[src/rtl/updown_counter.sv]
// Up/down counter with programmable step and run-time modulo limit, wrapping or saturating; one-cycle latency, no backpressure.
// Saturation is compiled in only when UPDOWN_COUNTER_SAT_EN is defined; otherwise sat_mode is ignored and the counter always wraps.
module updown_counter #(
  parameter int WIDTH  = 12,
  parameter int STEP_W = 4
) (
  input  logic              clk,
  input  logic              rst_n,
  input  logic              clr,
  input  logic              load_sig,
  input  logic [WIDTH-1:0]  load_val,
  input  logic              inc_sig,
  input  logic              dec_sig,
  input  logic [STEP_W-1:0] step,
  input  logic [WIDTH-1:0]  limit,
  input  logic              sat_mode,
  output logic [WIDTH-1:0]  ctr,
  output logic              ovf,
  output logic              at_zero,
  output logic              at_limit
);

  logic             sat;
  logic [WIDTH:0]   ctr_x, lim_x, step_x, lim_p1;
  logic [WIDTH:0]   sum, diff, wrap_up, wrap_dn;
  logic [WIDTH-1:0] nxt_ctr;
  logic             nxt_ovf;

`ifdef UPDOWN_COUNTER_SAT_EN
  assign sat = sat_mode;
`else
  logic unused_sat_mode;
  assign unused_sat_mode = sat_mode;
  assign sat = 1'b0;
`endif

  // All arithmetic is one bit wider than the count so nothing is lost before comparison.
  assign ctr_x   = {1'b0, ctr};
  assign lim_x   = {1'b0, limit};
  assign step_x  = {{(WIDTH + 1 - STEP_W){1'b0}}, step};
  assign lim_p1  = lim_x + 1'b1;
  assign sum     = ctr_x + step_x;
  assign diff    = ctr_x - step_x;
  assign wrap_up = sum - lim_p1;
  assign wrap_dn = ctr_x + lim_p1 - step_x;

  always_comb begin
    nxt_ctr = ctr;
    nxt_ovf = 1'b0;
    if (clr) begin
      nxt_ctr = '0;
    end else if (load_sig) begin
      nxt_ctr = (load_val > limit) ? limit : load_val;
    end else if ((inc_sig ^ dec_sig) && (step != '0)) begin
      if (ctr > limit) begin
        // Limit was lowered beneath the current count: snap back into range.
        nxt_ctr = sat ? limit : '0;
        nxt_ovf = 1'b1;
      end else if (inc_sig) begin
        if (sum <= lim_x) begin
          nxt_ctr = WIDTH'(sum);
        end else begin
          nxt_ctr = sat ? limit : WIDTH'(wrap_up);
          nxt_ovf = 1'b1;
        end
      end else begin
        if (step_x <= ctr_x) begin
          nxt_ctr = WIDTH'(diff);
        end else begin
          nxt_ctr = sat ? '0 : WIDTH'(wrap_dn);
          nxt_ovf = 1'b1;
        end
      end
    end
  end

  always_ff @(posedge clk or negedge rst_n) begin
    if (!rst_n) begin
      ctr <= '0;
      ovf <= 1'b0;
    end else begin
      ctr <= nxt_ctr;
      ovf <= nxt_ovf;
    end
  end

  assign at_zero  = (ctr == '0);
  assign at_limit = (ctr == limit);

endmodule
[config.mk]
export PLATFORM = sky130hd
export DESIGN_NAME = updown_counter
export DESIGN_NICKNAME = d
export VERILOG_FILES = /design/src/rtl/updown_counter.sv
export SDC_FILE = /design/constraint.sdc
export NUM_CORES = 1
export LEC_CHECK = 0
export BUFFER_PORTS_ARGS = -buffer_cell sky130_fd_sc_hd__buf_4
export CORE_UTILIZATION = 65
export CTS_CLUSTER_SIZE = 25
export DETAILED_ROUTE_END_ITERATION = 8
export GPL_ROUTABILITY_DRIVEN = 0
export MAX_ROUTING_LAYER = met4
export PLACE_DENSITY = 0.9
export SYNTH_ARGS = -nofsm -noshare
export SYNTH_HDL_FRONTEND = slang
export SYNTH_SLANG_ARGS = --single-unit
[constraint.sdc]
create_clock -name clk -period 5.9 [get_ports clk]
set_input_delay 1.18 -clock clk [delete_from_list [all_inputs] [get_ports clk]]
set_output_delay 1.18 -clock clk [all_outputs]
set_load 0.02 [all_outputs]
==> impl_metrics.py, run 1 <==
metrics = {
    "status": {
        "status": "completed",
    },
    "sta": {
        "finalCriticalPeriod_ns": 5.435,
        "post-route-period-util_pct": 92.12,
        "hold_viol_final": 0,
        "fin_skew_ns": 0.008967,
        "rsz0062_at_grt": "no",
        "fmax_mhz": 184.0,
        "slew-limit-headroom_pct": 48.12,
        "tns_ns": 0,
        "tightest_slew_ns": 0.7782,
        "drv_slew": 0,
        "setup_violations": 0,
    },
    "floorplan": {
        "ioPinCount": 50,
        "coreArea_mm2": 0.005921,
        "die_h_um": 80.35,
        "placementRows": 28,
        "start_util_pct": 67.39,
        "die_w_um": 80.35,
        "dieArea_mm2": 0.006456,
    },
    "clock_network": {
        "cts_resized": 0,
        "ctsLongestPathBuffers": 2,
        "numCtsBuffers": 3,
        "clk-insertion-delay-late_ns": 0.26,
        "holdBufCountCts": 0,
        "postCtsSetupRepairBufs": 0,
        "cts-root-buf": "clkbuf_8",
        "cts_tree": "done",
        "numClockSinks": 13,
        "htree_levels": 1,
        "clkSlewWorstSetupHoldPaths_ns": 0.06,
    },
    "routing": {
        "drtIter0Drc": 359,
        "wire_per_inst_um": 18.74,
        "dr.pass1.iters": 5,
        "via_count": 4062,
        "drc": 0,
        "wl_um": 11730,
        "via_per_inst": 6.489,
        "ant_nets": 0,
    },
    "power_and_ir_drop": {
        "power.share.sequential_pct": 12.8,
        "switchingPower_mw": 0.5629,
        "p_int_mw": 0.5163,
        "p_leak_nw": 2.160,
        "power_mw": 1.079,
        "p_comb_share_pct": 79.1,
        "powerDensity_mw_per_mm2": 244.5,
        "irDropWorstVdd_mv": 0.1598,
        "swShare_pct": 52.16,
        "p_clk_share_pct": 8.2,
    },
    "worst_setup_path": {
        "arrival_ns": 5.57,
        "crit_path_top_delay_cell": "a2111oi_0",
        "cp-end-kind": "flip-flop",
        "reg2reg_to": "ctr[4]$_DFFE_PN0P_",
        "worstRegToRegCells": 15,
        "start_kind": "input pin",
        "worst_path_largest_cell_delay_ns": 0.53,
        "critPathRequiredTime_ns": 6.03,
        "timing.rr.start": "ctr[2]$_DFFE_PN0P_",
        "crit_fanout": 15,
        "r2r_setup_slack_ns": 1.06,
        "path_cells": "buf_4 > inv_1 > ha_1 > inv_1 > a21oi_1 > o21bai_1 > nand3_1 > xnor2_1 > ha_1 > a21o_1 > a21o_1 > a2111oi_0 > a21oi_1 > a31o_2 > mux2i_1 > a211o_1 > a221oi_1",
        "critPathKind": "input pin to flip-flop",
    },
    "finish": {
        "drive_above_1_share_pct": 12.16,
        "finish.utilization_pct": 74.56,
        "syn_to_final_growth_pct": 10.63,
        "multi_input_area_mm2": 0.003346,
        "nFillCells": 471,
        "num_antenna_cells": 0,
        "nets": 670,
        "stdcell_count": 626,
        "ff_latch_area_um2": 325.3,
    },
    "synthesis": {
        "synth_nets": 633,
        "synth_seq_cells": 13,
        "synth_adder_area_share_pct": 27.34,
        "synthSimpleGateAreaFrac_pct": 18.22,
        "yosysUniqueCellTypes": 57,
        "syn_area_mm2": 0.003990,
        "synthCells": 515,
        "ys_warn_count": 0,
        "syn_avg_cell_area_um2": 7.748,
        "async_flop_share_pct": 100.0,
        "synth_compound_area_share_pct": 21.89,
        "synth_xor_area_share_pct": 10.98,
        "synth_top_family_by_area": "adder cells",
        "synth-main-ff-cell": "dfrtp_1",
        "synth_edf_count": 0,
        "yosysSeqAreaShare_pct": 8.153,
        "synthMuxAreaShare_pct": 5.425,
    },
    "grt": {
        "grt_start_max_net_pins": 28,
        "antenna_found_initial": 0,
        "grt_pass1_wl_um": 19220,
        "grt_pass1_vias": 4100,
        "grt_use_total_pct": 39.68,
        "grt-ovfl-total": 0,
    },
    "run": {
        "maxCapViolCount": 0,
    },
    "placed_design": {
        "dp_hpwl_um": 9487,
        "dp.cells": 622,
        "port_buffers": 48,
    },
    "worst_hold_path": {
        "holdCritStartpoint": "ctr[0]$_DFFE_PN0P_",
        "worstHoldEndpoint": "ctr[0]$_DFFE_PN0P_",
        "min_path_cells": 2,
        "hp-class": "flip-flop to flip-flop",
    },
}
power groups by stage:
stage	clock, mW	sequential (mW)	combinational (mW)
after global routing	0.0918	0.139	0.941
after global placement	0	0.137	0.785
final	0.0881	0.138	0.853
after detailed placement	0	0.138	0.829
after CTS	0.0869	0.136	0.838
after floorplan	0	0.135	0.630
stage by stage:
stage               area [um^2]  hold WS, ns  setup slack [ns]
global placement           4369       0.6121            0.8013
finish                     4414       0.6368            0.4649
global route               4414       0.6990            0.2911
floorplan                  3990       0.6604             1.167
CTS                        4414       0.6382            0.5885
detailed placement         4369       0.6227            0.6411
kinds of logic (layout without fill, tap and decap cells):
| group | Yosys count | after routing |
|---|---|---|
| adders and majority gates | 83 | 83 |
| buffers and inverters | 80 | 116 |
| DFF | 13 | 13 |
| xor gates and xnor gates | 50 | 50 |
| AOI/OAI and AO/OA | 126 | 126 |
| and+or+nand+nor | 142 | 142 |
| muxes | 21 | 21 |
cell usage after synthesis (10+ instances only):
cell type,number,area [um^2]
a21o_1,12,90.09
nand2_1,30,112.6
o21ai_0,10,50.05
a21oi_1,42,210.2
clkbuf_1,12,45.04
nand4_1,10,62.56
dfrtp_1,13,325.3
xor2_1,13,113.9
nand3_1,18,90.09
ha_1,76,950.9
nor3_1,14,70.07
xnor2_1,37,324.1
nor2_1,32,120.1
inv_1,63,236.5
mux2i_1,16,160.2
worst max-delay path, delay by kind of cell:
| kind | cells | cell delay, ns |
|---|---|---|
| muxes | 1 | 0.18 |
| AOI/OAI and AO/OA | 9 | 2.66 |
| buffers and inverters | 3 | 0.27 |
| xor gates and xnor gates | 1 | 0.33 |
| and+or+nand+nor | 1 | 0.20 |
| adders and majority gates | 2 | 0.74 |
cell usage in the layout, fill, tap and decap left out, types with 5 or more instances in the layout:
cell	netlist	final
a211o_1	8	8
a211oi_1	9	9
a21o_1	12	12
a21oi_1	42	42
a221oi_1	6	6
and3_1	7	7
buf_4	0	49
dfrtp_1	13	13
fa_1	7	7
ha_1	76	76
inv_1	63	63
mux2_2	5	5
mux2i_1	16	16
nand2_1	30	30
nand2b_1	5	5
nand3_1	18	18
nand4_1	10	10
nor2_1	32	32
nor2b_1	5	5
nor3_1	14	14
o21ai_0	10	10
xnor2_1	37	37
xor2_1	13	13
final cells by class:
type                       instances  area share (%)
clock buffer                       4           1.020
inverter                          63           5.357
multi-input combinational        422           75.79
sequential                        13           7.370
tap                               75           2.126
timing repair buffer              49           8.333
worst max-delay path by stage:
stage	start	endpoint	slack, ns	depth (start not counted)
2_1_floorplan	step[2]	ctr[2]$_DFFE_PN0P_	1.17	19
3_3_place_gp	step[2]	ctr[4]$_DFFE_PN0P_	0.80	17
3_5_place_dp	step[2]	ctr[4]$_DFFE_PN0P_	0.64	17
4_1_cts	step[2]	ctr[4]$_DFFE_PN0P_	0.59	17
5_1_grt	step[2]	ctr[4]$_DFFE_PN0P_	0.29	17
6_report	step[2]	ctr[4]$_DFFE_PN0P_	0.46	17
flip-flops by register name, summed over array words and instances, names as in the netlist:
signal  count
ovf         1
ctr        12
per-layer routing:
layer  track usage [%]  vias up  wire length (um)  part of all wire, %
met5                 -        -                 0                    0
met4             20.54        0               626                  5.3
met3             8.068       63               906                  7.7
met2             65.42      220              5550                   47
met1             45.27     1848              4645                   40
li1                  -     1931                 -                    -
Note: power is estimated with default switching activity, not from simulation.
==> run 2: changes to the inputs <==
Settings changed: RECOVER_POWER set to 25.
==> run 2 against run 1 <==
  * Routed wire length hardly changed
  * Utilization is 0.063 points lower
  * Die area stayed put
  * Via count is 1.1% higher
  * Non-clock buffer count stayed put
  * First-iteration DRC count is 8.1% higher
  * Power hardly changed
  * Register-to-register slack hardly changed
  * Sequential cell count stayed put
  * Critical endpoint unchanged
  * Highest routed layer unchanged
==> impl_metrics.py, run 2 (synthesis gave the netlist of run 1 again) <==
metrics = {
    "finish": {
        "syn_to_final_growth_pct": 10.54,
        "largest-register": "ctr",
        "nets": 670,
        "final_area_mm2": 0.004410,
        "mostFrequentLayoutCell": "ha_1",
        "stdcell_count": 626,
        "largest_reg_flops": 12,
        "drive_above_1_share_pct": 11.98,
        "final_cell_mix": "ha_1 (76), inv_1 (63), buf_4 (48), a21oi_1 (42), xnor2_1 (37)",
        "largest_registers": "ctr (12), ovf (1)",
        "num_antenna_cells": 0,
    },
    "clock_network": {
        "cts_resized": 0,
        "numCtsBuffers": 3,
        "holdBufCountCts": 0,
        "cts_tree": "done",
        "clk-insertion-delay-late_ns": 0.26,
        "numClockSinks": 13,
        "postCtsSetupRepairBufs": 0,
        "cts-root-buf": "clkbuf_8",
        "clkSlewWorstSetupHoldPaths_ns": 0.06,
        "ctsLongestPathBuffers": 2,
        "htree_levels": 1,
    },
    "grt": {
        "grt_pass1_wl_um": 19220,
        "grt_start_max_net_pins": 28,
        "antenna_found_initial": 0,
        "grt_use_total_pct": 39.68,
        "grt_pass1_vias": 4100,
        "grt-ovfl-total": 0,
    },
    "routing": {
        "via_count": 4105,
        "routed.top_layer": "met4",
        "wl_met3_um": 964,
        "drtIter0Drc": 388,
        "drc": 0,
        "wl_met1_um": 4557,
        "wl_um": 11730,
        "ant_nets": 0,
        "dr_wl_met2_um": 5579,
        "dr.pass1.iters": 6,
        "wire_per_inst_um": 18.74,
        "via_per_inst": 6.558,
    },
    "power_and_ir_drop": {
        "p_comb_share_pct": 79.0,
        "powerDensity_mw_per_mm2": 244.8,
        "swShare_pct": 52.22,
        "irDropWorstVdd_mv": 0.1596,
        "p_int_mw": 0.5159,
        "p_leak_nw": 2.156,
        "power.share.sequential_pct": 12.7,
        "power_mw": 1.080,
        "p_clk_share_pct": 8.3,
        "switchingPower_mw": 0.5638,
    },
    "sta": {
        "post-route-period-util_pct": 92.19,
        "finalCriticalPeriod_ns": 5.439,
        "fin_skew_ns": 0.01112,
        "setup_violations": 0,
        "tightest_slew_ns": 0.8906,
        "whs_ns": 0.6388,
        "drv_slew": 0,
        "slew-limit-headroom_pct": 40.62,
        "tns_ns": 0,
        "rsz0062_at_grt": "no",
        "hold_viol_final": 0,
        "fmax_mhz": 183.9,
    },
    "floorplan": {
        "placementRows": 28,
        "die_h_um": 80.35,
        "die_w_um": 80.35,
        "ioPinCount": 50,
        "coreArea_mm2": 0.005921,
        "dieArea_mm2": 0.006456,
        "start_util_pct": 67.39,
    },
    "placed_design": {
        "dp.cells": 622,
        "dp_hpwl_um": 9487,
        "placed_area_mm2": 0.004369,
        "port_buffers": 48,
    },
    "status": {
        "status": "completed",
    },
    "worst_hold_path": {
        "hp-class": "flip-flop to flip-flop",
    },
    "worst_setup_path": {
        "crit_fanout": 15,
        "critPathKind": "input pin to flip-flop",
        "arrival_ns": 5.57,
        "cp-end-kind": "flip-flop",
        "critPathRequiredTime_ns": 6.03,
        "start_kind": "input pin",
    },
    "run": {
        "maxCapViolCount": 0,
    },
}
run 2: critical path: stages:
cell	delay (ns)
buf_4	0.12
inv_1	0.05
ha_1	0.43
inv_1	0.10
a21oi_1	0.06
o21bai_1	0.47
nand3_1	0.20
xnor2_1	0.33
ha_1	0.32
a21o_1	0.18
a21o_1	0.18
a2111oi_0	0.53
a21oi_1	0.17
a31o_2	0.41
mux2i_1	0.18
a211o_1	0.35
a221oi_1	0.31
run 2: final cells by class:
class                   count  area (um^2)
inverters                  63        236.5
clock buffers               4        45.04
repair buffers             49        364.1
fillers                   471         1510
multi-input cells         422         3346
well taps                  75        93.84
flip-flops and latches     13        325.3
run 2: power by group through the flow:
| stage | logic [mW] | registers, mW | clock network [mW] |
|---|---|---|---|
| global route | 0.940 | 0.139 | 0.0918 |
| floorplan | 0.630 | 0.135 | 0 |
| finish | 0.853 | 0.137 | 0.0896 |
| detailed placement | 0.829 | 0.138 | 0 |
| global placement | 0.785 | 0.137 | 0 |
| CTS | 0.838 | 0.136 | 0.0869 |
run 2: path summary, 6_finish.rpt:
check                              startpoint                   to  slack [ns]  depth (start not counted)
hold reg to reg            ctr[0]$_DFFE_PN0P_   ctr[0]$_DFFE_PN0P_        0.64                          2
setup / recovery                      step[2]   ctr[4]$_DFFE_PN0P_        0.46                         17
hold / removal             ctr[0]$_DFFE_PN0P_   ctr[0]$_DFFE_PN0P_        0.64                          2
setup reg to reg           ctr[2]$_DFFE_PN0P_   ctr[4]$_DFFE_PN0P_        1.06                         15
min in group asynchronous               rst_n  ctr[10]$_DFFE_PN0P_        1.01                          1
max in group asynchronous               rst_n   ctr[4]$_DFFE_PN0P_        4.33                          1
run 2: metal layers:
metal	vias to the layer above	global-route usage (%)
met4	0	20.54
met5	-	-
met1	1869	45.27
met3	61	8.068
li1	1931	-
met2	244	65.42
run 2: through the flow:
| stage | setup WS, ns | util (%) |
|---|---|---|
| after floorplan | 1.167 | - |
| final | 0.4608 | 74.49 |
| after CTS | 0.5885 | 74.56 |
| after global placement | 0.8013 | 73.80 |
| after detailed placement | 0.6411 | 73.80 |
| after global routing | 0.2911 | 74.49 |
==> run 3: changes to the inputs <==
Settings changed: PLACE_DENSITY 0.9 to 0.88.
==> run 3 against run 2 <==
  * Clock power is 1% higher
  * Register-to-register slack better by 0.44 ns
  * Largest power group unchanged
  * Sequential cell count stayed put
  * Clock skew is 0.0091 ns lower
  * Worst hold slack better by 0.0089 ns
  * Utilization stayed put
  * First-iteration DRC count is 16% lower
  * Fmax is 9.1% higher
  * Count of clock-buffer cells in the layout stayed put
  * Sequential share of layout area stayed put
  * Die area stayed put
  * Sequential power hardly changed
==> impl_metrics.py, run 3 (synthesis gave the netlist of run 1 again) <==
metrics = {
    "status": {
        "status": "completed",
    },
    "finish": {
        "num_antenna_cells": 0,
        "largest_registers": "ctr (12), ovf (1)",
        "largest-register": "ctr",
        "nets": 670,
        "largest_reg_flops": 12,
        "drive_above_1_share_pct": 11.98,
        "mostFrequentLayoutCell": "ha_1",
        "final_cell_mix": "ha_1 (76), inv_1 (63), buf_4 (48), a21oi_1 (42), xnor2_1 (37)",
        "syn_to_final_growth_pct": 10.54,
    },
    "worst_setup_path": {
        "crit_fanout": 15,
        "cp-endpoint": "ctr[5]$_DFFE_PN0P_",
        "cp-end-kind": "flip-flop",
        "critPathKind": "input pin to flip-flop",
        "timing.rr.start": "ctr[2]$_DFFE_PN0P_",
        "startpoint": "step[2]",
        "r2r_setup_slack_ns": 1.50,
        "reg2reg_to": "ctr[5]$_DFFE_PN0P_",
        "start_kind": "input pin",
        "arrival_ns": 5.14,
        "worstRegToRegCells": 15,
        "critPathRequiredTime_ns": 6.05,
    },
    "routing": {
        "drtIter0Drc": 325,
        "ant_nets": 0,
        "wl_um": 11840,
        "dr.pass1.iters": 5,
        "drc": 0,
        "wire_per_inst_um": 18.91,
        "via_count": 4190,
        "via_per_inst": 6.693,
    },
    "floorplan": {
        "coreArea_mm2": 0.005921,
        "ioPinCount": 50,
        "die_w_um": 80.35,
        "start_util_pct": 67.39,
        "die_h_um": 80.35,
        "dieArea_mm2": 0.006456,
        "placementRows": 28,
    },
    "sta": {
        "drv_slew": 0,
        "whs_ns": 0.6476,
        "fmax_mhz": 200.6,
        "tns_ns": 0,
        "finalCriticalPeriod_ns": 4.986,
        "slew-limit-headroom_pct": 41.88,
        "hold_viol_final": 0,
        "post-route-period-util_pct": 84.51,
        "rsz0062_at_grt": "no",
        "setup_violations": 0,
        "fin_skew_ns": 0.001994,
        "tightest_slew_ns": 0.8717,
    },
    "power_and_ir_drop": {
        "p_comb_share_pct": 79.0,
        "irDropWorstVdd_mv": 0.1773,
        "p_int_mw": 0.5153,
        "swShare_pct": 52.45,
        "switchingPower_mw": 0.5684,
        "power.share.sequential_pct": 12.7,
        "power_mw": 1.084,
        "p_clk_share_pct": 8.4,
        "p_leak_nw": 2.156,
        "powerDensity_mw_per_mm2": 245.7,
    },
    "clock_network": {
        "cts_tree": "done",
        "cts_resized": 0,
        "holdBufCountCts": 0,
        "clkSlewWorstSetupHoldPaths_ns": 0.07,
        "htree_levels": 1,
        "cts-root-buf": "clkbuf_8",
        "postCtsSetupRepairBufs": 0,
        "numCtsBuffers": 3,
        "clk-insertion-delay-late_ns": 0.26,
        "ctsLongestPathBuffers": 2,
        "numClockSinks": 13,
    },
    "grt": {
        "grt_use_total_pct": 40.17,
        "grt-ovfl-total": 0,
        "grt_pass1_wl_um": 19290,
        "grt_start_max_net_pins": 28,
        "grt_pass1_vias": 4175,
        "antenna_found_initial": 0,
    },
    "placed_design": {
        "dp_hpwl_um": 9557,
        "port_buffers": 48,
    },
    "worst_hold_path": {
        "min_path_cells": 2,
        "hp-class": "flip-flop to flip-flop",
    },
    "run": {
        "maxCapViolCount": 0,
    },
}
==> run 3: routing by layer <==
metal	GRT usage (%)	wire, um	vias to the layer above
li1	-	-	1940
met1	43.70	4742	1955
met2	68.31	5574	228
met3	8.295	888	67
met4	21.79	631	0
met5	-	0	-
==> run 3: power groups by stage <==
stage	clock network (mW)	logic, mW	registers (mW)
after CTS	0.0865	0.838	0.136
after global placement	0	0.787	0.137
final	0.0905	0.856	0.138
after floorplan	0	0.630	0.135
after global routing	0.0908	0.942	0.139
after detailed placement	0	0.829	0.138
==> run 3: area by class of cell <==
class | count | area, um^2
repair buffers | 49 | 364.1
fillers | 464 | 1510
inverters | 63 | 236.5
flip-flops and latches | 13 | 325.3
multi-input cells | 422 | 3346
clock buffers | 4 | 45.04
well taps | 75 | 93.84
==> run 3: through the flow <==
step | cells | area [um^2] | setup WS [ns] | util [%]
detailed placement | 622 | 4369 | 0.7535 | 73.80
global route | 626 | 4410 | 0.5409 | 74.49
floorplan | 515 | 3990 | 1.167 | -
finish | 626 | 4410 | 0.9140 | 74.49
global placement | 622 | 4369 | 0.8018 | 73.80
CTS | 626 | 4414 | 0.9914 | 74.56
==> run 3: worst min path at each step <==
stage	from	to	slack, ns
after floorplan	ctr[0]$_DFFE_PN0P_	ctr[0]$_DFFE_PN0P_	0.66
after global placement	ctr[0]$_DFFE_PN0P_	ctr[0]$_DFFE_PN0P_	0.61
after detailed placement	ctr[0]$_DFFE_PN0P_	ctr[0]$_DFFE_PN0P_	0.63
after CTS	ctr[0]$_DFFE_PN0P_	ctr[0]$_DFFE_PN0P_	0.65
after global routing	ctr[0]$_DFFE_PN0P_	ctr[0]$_DFFE_PN0P_	0.69
final	ctr[0]$_DFFE_PN0P_	ctr[0]$_DFFE_PN0P_	0.65
==> run 3: worst max-delay path: stages <==
cell	delay, ns
buf_4	0.12
inv_1	0.05
ha_1	0.43
inv_1	0.10
a21oi_1	0.07
o21bai_1	0.43
nand3_1	0.16
xnor2_1	0.30
ha_1	0.31
a21o_1	0.18
a21o_1	0.18
a2111oi_0	0.41
a21oi_1	0.13
a31o_2	0.39
mux2i_1	0.17
a211o_1	0.30
a221oi_1	0.23
